===== src/rtl/mc_4ph_sender_if.sv =====
// Handshake bundle for mc_4ph_sender: clocked producer side (valid/ready) and the
// bundled-data 4-phase side facing the Muller C-element pipeline.
interface mc_4ph_sender_if #(
    parameter int DATA_W = 4
);
    logic              in_valid;
    logic [DATA_W-1:0] in_data;
    logic              in_ready;
    logic              req_o;
    logic [DATA_W-1:0] data_o;
    logic              ack_i;

    modport master (
        input  in_valid, in_data, ack_i,
        output in_ready, req_o, data_o
    );

    modport slave (
        output in_valid, in_data, ack_i,
        input  in_ready, req_o, data_o
    );
endinterface


===== src/rtl/mc_4ph_sender.sv =====
// Clocked-to-asynchronous 4-phase bundled-data sender with synchronized acknowledge.
// Optional ack timeout with sticky error flag when MC_4PH_TIMEOUT_EN is defined.
module mc_4ph_sender #(
    parameter int DATA_W         = 4,
    parameter int SYNC_STAGES    = 2,
    parameter int TIMEOUT_CYCLES = 255
) (
    input  logic                   clk,
    input  logic                   rst_n,
    mc_4ph_sender_if.master        bus,
    output logic [7:0]             xfer_cnt,
    output logic                   err_o,
    input  logic                   clr_err
);

    typedef enum logic [2:0] {
        ST_IDLE,
        ST_SETUP,
        ST_REQ_HI,
        ST_REQ_LO,
        ST_ERR
    } state_e;

    state_e                 state_q, state_d;
    logic                   req_q, req_d;
    logic [DATA_W-1:0]      data_q, data_d;
    logic [7:0]             cnt_q, cnt_d;
    logic [SYNC_STAGES-1:0] sync_q;
    logic                   ack_s;

    // ack_i is asynchronous to clk; only the last flop of the chain is trusted.
    always_ff @(posedge clk or negedge rst_n) begin
        if (!rst_n) begin
            sync_q <= '0;
        end else begin
            sync_q <= {sync_q[SYNC_STAGES-2:0], bus.ack_i};
        end
    end

    assign ack_s = sync_q[SYNC_STAGES-1];

`ifdef MC_4PH_TIMEOUT_EN
    localparam logic [7:0] TIMEOUT_LIM = 8'(TIMEOUT_CYCLES);

    logic [7:0] wait_q, wait_d;
    logic       err_q, err_d;
    logic       wait_hit;

    assign wait_hit = (wait_q + 8'd1) == TIMEOUT_LIM;
    assign err_o    = err_q;
`else
    logic unused_clr_err;

    assign unused_clr_err = clr_err;
    assign err_o          = 1'b0;
`endif

    // NOTE: every signal written here gets its default first; a branch that forgets one would otherwise infer a latch.
    always_comb begin
        state_d = state_q;
        req_d   = req_q;
        data_d  = data_q;
        cnt_d   = cnt_q;
`ifdef MC_4PH_TIMEOUT_EN
        wait_d  = wait_q;
        err_d   = err_q;
`endif
        unique case (state_q)
            ST_IDLE: begin
                if (bus.in_valid && !ack_s) begin
                    data_d  = bus.in_data;
                    state_d = ST_SETUP;
                end
            end
            ST_SETUP: begin
                req_d   = 1'b1;
                state_d = ST_REQ_HI;
`ifdef MC_4PH_TIMEOUT_EN
                wait_d  = '0;
`endif
            end
            ST_REQ_HI: begin
                if (ack_s) begin
                    req_d   = 1'b0;
                    state_d = ST_REQ_LO;
`ifdef MC_4PH_TIMEOUT_EN
                    wait_d  = '0;
                end else if (wait_hit) begin
                    req_d   = 1'b0;
                    err_d   = 1'b1;
                    state_d = ST_ERR;
                end else begin
                    wait_d  = wait_q + 8'd1;
`endif
                end
            end
            ST_REQ_LO: begin
                if (!ack_s) begin
                    cnt_d   = cnt_q + 8'd1;
                    state_d = ST_IDLE;
`ifdef MC_4PH_TIMEOUT_EN
                end else if (wait_hit) begin
                    err_d   = 1'b1;
                    state_d = ST_ERR;
                end else begin
                    wait_d  = wait_q + 8'd1;
`endif
                end
            end
            ST_ERR: begin
`ifdef MC_4PH_TIMEOUT_EN
                if (clr_err) begin
                    err_d = 1'b0;
                    if (!ack_s) begin
                        state_d = ST_IDLE;
                    end
                end
`else
                state_d = ST_IDLE;
`endif
            end
            default: state_d = ST_IDLE;
        endcase
    end

    // NOTE: sequential state uses non-blocking assignments so every flop samples pre-edge values.
    always_ff @(posedge clk or negedge rst_n) begin
        if (!rst_n) begin
            state_q <= ST_IDLE;
            req_q   <= 1'b0;
            data_q  <= '0;
            cnt_q   <= '0;
`ifdef MC_4PH_TIMEOUT_EN
            wait_q  <= '0;
            err_q   <= 1'b0;
`endif
        end else begin
            state_q <= state_d;
            req_q   <= req_d;
            data_q  <= data_d;
            cnt_q   <= cnt_d;
`ifdef MC_4PH_TIMEOUT_EN
            wait_q  <= wait_d;
            err_q   <= err_d;
`endif
        end
    end

    // Ready is a pure decode of registered state, forced low while reset is asserted.
    assign bus.in_ready = rst_n & (state_q == ST_IDLE) & ~ack_s;
    assign bus.req_o    = req_q;
    assign bus.data_o   = data_q;
    assign xfer_cnt     = cnt_q;

endmodule


===== src/flat_wrapper.sv =====
// flat-port wrapper written by rule: the top's interface ports become plain ports
module mc_4ph_sender_flat 
#(
    parameter int DATA_W         = 4,
    parameter int SYNC_STAGES    = 2,
    parameter int TIMEOUT_CYCLES = 255
)
  (clk, rst_n, xfer_cnt, err_o, clr_err, bus_in_valid, bus_in_data, bus_ack_i, bus_in_ready, bus_req_o, bus_data_o);
  mc_4ph_sender_if #(.DATA_W(DATA_W)) bus_i ();
  input  logic clk;
  input  logic rst_n;
  output logic [7:0] xfer_cnt;
  output logic err_o;
  input  logic clr_err;
  input wire logic [$bits(bus_i.in_valid)-1:0] bus_in_valid;
  input wire logic [$bits(bus_i.in_data)-1:0] bus_in_data;
  input wire logic [$bits(bus_i.ack_i)-1:0] bus_ack_i;
  output wire logic [$bits(bus_i.in_ready)-1:0] bus_in_ready;
  output wire logic [$bits(bus_i.req_o)-1:0] bus_req_o;
  output wire logic [$bits(bus_i.data_o)-1:0] bus_data_o;
  assign bus_i.in_valid = bus_in_valid;
  assign bus_i.in_data = bus_in_data;
  assign bus_i.ack_i = bus_ack_i;
  assign bus_in_ready = bus_i.in_ready;
  assign bus_req_o = bus_i.req_o;
  assign bus_data_o = bus_i.data_o;
  mc_4ph_sender #(.DATA_W(DATA_W), .SYNC_STAGES(SYNC_STAGES), .TIMEOUT_CYCLES(TIMEOUT_CYCLES)) u_core (.clk(clk), .rst_n(rst_n), .bus(bus_i), .xfer_cnt(xfer_cnt), .err_o(err_o), .clr_err(clr_err));
endmodule

===== config.mk =====
export PLATFORM = sky130hd
export DESIGN_NAME = mc_4ph_sender_flat
export DESIGN_NICKNAME = d
export VERILOG_FILES = /design/src/rtl/mc_4ph_sender_if.sv /design/src/rtl/mc_4ph_sender.sv /design/src/flat_wrapper.sv
export SDC_FILE = /design/constraint.sdc
export NUM_CORES = 1
export LEC_CHECK = 0
export BUFFER_PORTS_ARGS = -buffer_cell sky130_fd_sc_hd__buf_2
export CORE_MARGIN = 2
export CORE_UTILIZATION = 43
export CTS_BUF_LIST = sky130_fd_sc_hd__clkbuf_4 sky130_fd_sc_hd__clkbuf_8 sky130_fd_sc_hd__clkbuf_16
export DETAILED_ROUTE_END_ITERATION = 7
export PLACE_DENSITY = 0.72
export SLEW_MARGIN = 10
export SYNTH_ARGS = -nofsm -noshare
export SYNTH_HDL_FRONTEND = slang
export SYNTH_SLANG_ARGS = --single-unit

===== constraint.sdc =====
create_clock -name clk -period 1.5 [get_ports clk]
set_input_delay 0.075 -clock clk [delete_from_list [all_inputs] [get_ports clk]]
set_output_delay 0.075 -clock clk [all_outputs]
set_load 0.02 [all_outputs]

== Word-level counts from Yosys, hierarchy flattened ==
Cells that the tools add are included.
Word-level totals
  register bits: 18
  latch bits: 0
  bits in writable memories: 0
  bits in read-only memories: 0
  bits of input ports: 9
  output and inout port bits: 15
  logic and storage cells: 29
  memories: 0
Cells by class
  add/subtract/negate cells: 1
  multiply operators: 0
  divide/modulo/power cells: 0
  magnitude comparators: 0
  equal/unequal tests: 6
  shift operators: 0
  mux-type cells: 6
  bitwise logic cells: 3
  reduce and logical (&&, ||, !) cells: 8
Operator list (number)
  3-bit one-hot mux with 4 select lines: 1
  3-bit 2-to-1 mux: 3
  8-bit by 1-bit adder with 8-bit output (second input constant): 1
  3-bit by 2-bit equality test with 1-bit output (second input constant): 2
  2-bit AND reduction: 3
  2-bit by 1-bit != test with 1-bit output (second input constant): 2
  3-bit by 1-bit equality test with 1-bit output (second input constant): 1
  3-bit logical NOT: 1
  3-bit AND reduction: 1
  1-bit bitwise AND: 2
  2-bit != test (second input constant): 1
  1-bit one-hot mux with 2 select lines: 1
  2-bit nonzero test: 1
  1-bit logical AND: 1
  1-bit logical NOT: 1
  1-bit 2-to-1 mux: 1
  1-bit NOT: 1

== Logic depth before layout (Yosys ltp) ==
  depth in word-level cells: 4
  gate-level depth with buffers: 5
  mapped depth without buffers: 5

== Least setup slack after synthesis ==
OpenSTA, ideal clock, no wires.
  path type: flip-flop to flip-flop
  from: register u_core.state_q[0]
  to: register u_core.state_q[1]
  library setup time: 0.125 ns
  arrival time: 1.336 ns
  data required time: 1.375 ns
  slack: 0.039 ns
  stages on the path, launching flop included: 6
  path buffers: 0
  period minus slack after synthesis: 1.461 ns
  cell sequence: dfrtp_1 inv_1 ha_1 nand2b_1 a22oi_1 mux2_2
Between the ends
  longest elaborated chain between the ends: 3
  elaborated cells between the ends (all ways): 9
  those cells by class: eq/ne (6); mux (1); reduce/logical (2)
Ends and longest elaborated chain
  start: declaration: line mc_4ph_sender.sv:24  | state_e state_q, state_d;
  start signal: assignment: line mc_4ph_sender.sv:138  | state_q <= state_d;
  3-bit by 2-bit equality test with 1-bit output / 3-bit logical NOT (equally long branches): line mc_4ph_sender.sv:68  | unique case (state_q)
  2-bit != test (no line) / 2-bit by 1-bit != test with 1-bit output (equally long branches)
  3-bit AND reduction (no line)
Parallel ways exist; a longest one is shown, timed or not.
A chain may end at the register's enable or synchronous reset.

== Final worst setup path ==
Ends and elaborated chain as after synthesis.

==> impl_results.md <==
- Final Core Density: 0.587
- GR Overflow Total: 0
- Critical Path AT: 1.64 ns
- Via count: 554
- Post-synth EDFFs: 0
- # port buffers: 21
- Top Metal Used: met4
- Die Area: 0.00212 sq mm
- Final ANT Viol Nets: 0
- First-pass GRT wire length: 2.19 mm
- DP Wirelength: 963 microns
- P&R area growth vs syn: 30.0%
- Largest net degree at the start of global routing: 18
- RePlAce Congestion: 0.687
- TNS Setup: 0 ns
- WL met2: 657 microns
- Clock-pin transition on the worst setup and hold timing paths: 0.10 ns
- Post-Route M1 WL: 559 microns
- Tcrit/Tclk final: 0.968
- Syn avg cell area: 12.9 sq um
- Placed Area: 903 sq um
- Sequential share of the synthesized area: 0.558
- CTS tree: built
- DRT Pass-1 Iters: 4
- Met3 wire len: 70 microns
- Max_cap viols: 0
- Leakage: 0.503 nW
- Critical Path End Type: flop
- Final non-filler cell area: 991 sq um
- PD cells: 1830 mW/mm^2
- Clock tree root buffer cell: clkbuf_4
- Result of the run: completed
- Final-layout fill cell count: 139
- Synth Flop Type: dfrtp_1
- Setup violators final: 0
- Overall Global Routing Usage: 0.151
- Avg WL per Cell: 12.3 microns
- CP cell instances: inv_1 > ha_2 > nor2_1 > a22oi_2 > mux2_2
- Multi-input logic area: 338 sq um
- Pre-CTS setup slack: -0.00755 ns
- VDD IR-drop max: 0.000927 V
- Initial DRC Count: 6
- Total CTS buffers: 3
- Clk sinks: 17
- Initial core utilization: 0.451
- Syn Nets: 73
- Pins over their slew limit: 0
- Tmin final: 1.45 ns
- Fmax: 689 MHz
- Clock insertion delay at the later pin of the skew report: 0.30 ns
- Final hold vios: 0
- Power, Total: 1.81 mW
- Nets: 105
- Max incr delay on CP: 0.39 ns
- Die Y-Extent: 46.1 microns
- Initial antenna violation count: 0
- #FFs+latches synth: 17
- CTS H-Tree Depth: 1
- Max Root-Sink Buffers: 2
- Min-Delay Path Class: input port to flop
- Layout cells sized above 1: 0.433
- Row Count: 15
- Vias per cell: 5.18
- Ys async rst share: 1.00
- Yosys cell types: 21
- Mapped Cells: 59
- Die W: 46.1 microns
- Nature of the critical path startpoint: flop
- Critical path's slowest cell: dfrtp_1
- Crit path required time: 1.69 ns
- Reg area: 425 sq um
- WS Path Type: flop to flop
- Syn. warnings: 0
- IO Pins: 24
- Commonest non-fill, non-tap cell in the layout: buf_2
- Crit path max fanout: 3
- Ant diodes: 0
- Worst clock skew: 0.00254 ns
- Vias in the first global route: 519
- DRC errors left: 0
- Setup slack after layout: 0.0483 ns
- Post-Route WL: 1.32 mm
- Commonest non-fill, non-tap cells in the layout: buf_2 (21), dfrtp_1 (17), xnor2_1 (6), mux2_2 (6)
- Post-Syn Area: 762 sq um
- Core area: 0.00169 sq mm
sequential cells by signal, summed over array words and instances, names as in the netlist:
register,cells
u_core.xfer_cnt,8
u_core.state_q,2
u_core.bus.data_o,4
u_core.bus.req_o,1
u_core.sync_q,2
cells by family after synthesis:
kind of cell / synth area share
mux: 0.102
compound gates: 0.0279
simple gates: 0.120
xor+xnor: 0.0805
buf+inv: 0.0246
fa+ha+maj: 0.0821
other cells: 0.00492
flops: 0.558
per-stage QoR:
step	cells	hold WS, ns
after floorplan	59	-0.221
after global placement	99	0.0646
after detailed placement	99	0.0641
after CTS	106	0.00285
after global routing	107	0.0132
final	107	0.00654
worst paths after layout:
check / slack [ns] / end / from / cells after the start
hold / removal: 0.007 / u_core.bus.data_o[1] / bus_in_data[1] / 2
max in group asynchronous: 1.05 / u_core.bus.req_o / rst_n / 3
setup reg to reg: 0.05 / u_core.state_q[1] / u_core.state_q[0] / 5
setup / recovery: 0.05 / u_core.state_q[1] / u_core.state_q[0] / 5
hold reg to reg: 0.37 / u_core.sync_q[1] / u_core.sync_q[0] / 0
min in group asynchronous: 0.27 / u_core.xfer_cnt[1] / rst_n / 3
power breakdown:
group	switching (mW)	total, mW	internal [mW]
registers	0.134	0.747	0.614
clock network	0.151	0.251	0.0994
logic	0.430	0.815	0.386
total	0.714	1.81	1.10
cells in the mapped netlist (all sizes together) (2+ instances only):
| master | n | area [sq um] |
|---|---|---|
| xnor2 | 6 | 52.6 |
| nand4 | 4 | 25.0 |
| inv | 3 | 11.3 |
| mux2 | 6 | 67.6 |
| nor2 | 3 | 11.3 |
| nand2 | 2 | 7.51 |
| ha | 5 | 62.6 |
| dfrtp | 17 | 425 |
cell type report:
class / instances / area share
flip-flops and latches: 17 / 0.429
clock buffers: 3 / 0.0227
well taps: 17 / 0.0215
repair buffers: 28 / 0.169
inverters: 3 / 0.0114
multi-input cells: 38 / 0.341
clock inverters: 1 / 0.00505
worst max-delay path, delay by kind of cell, from the launching register on:
kind	cells	cell delay, ns
buffers and inverters	1	0.14
flip-flops	1	0.39
multiplexers	1	0.36
AO/OA/AOI/OAI	1	0.18
AND/OR/NAND/NOR	1	0.06
adder cells (fa/ha/maj)	1	0.22
what timing repair did:
item	in CTS	in global routing
hold buffers	3	1
pin swaps	0	0
gates resized for setup	2	3
buffers inserted	0	0
hold endpoints to repair	19	1
endpoints found under the setup margin	1	3
metal layers:
metal | up-vias | global-route usage
li1 | 264 | -
met5 | - | 0
met4 | 0 | 0.0857
met3 | 5 | 0.0471
met2 | 17 | 0.231
met1 | 268 | 0.188
Note: power is estimated with default switching activity, not from simulation.
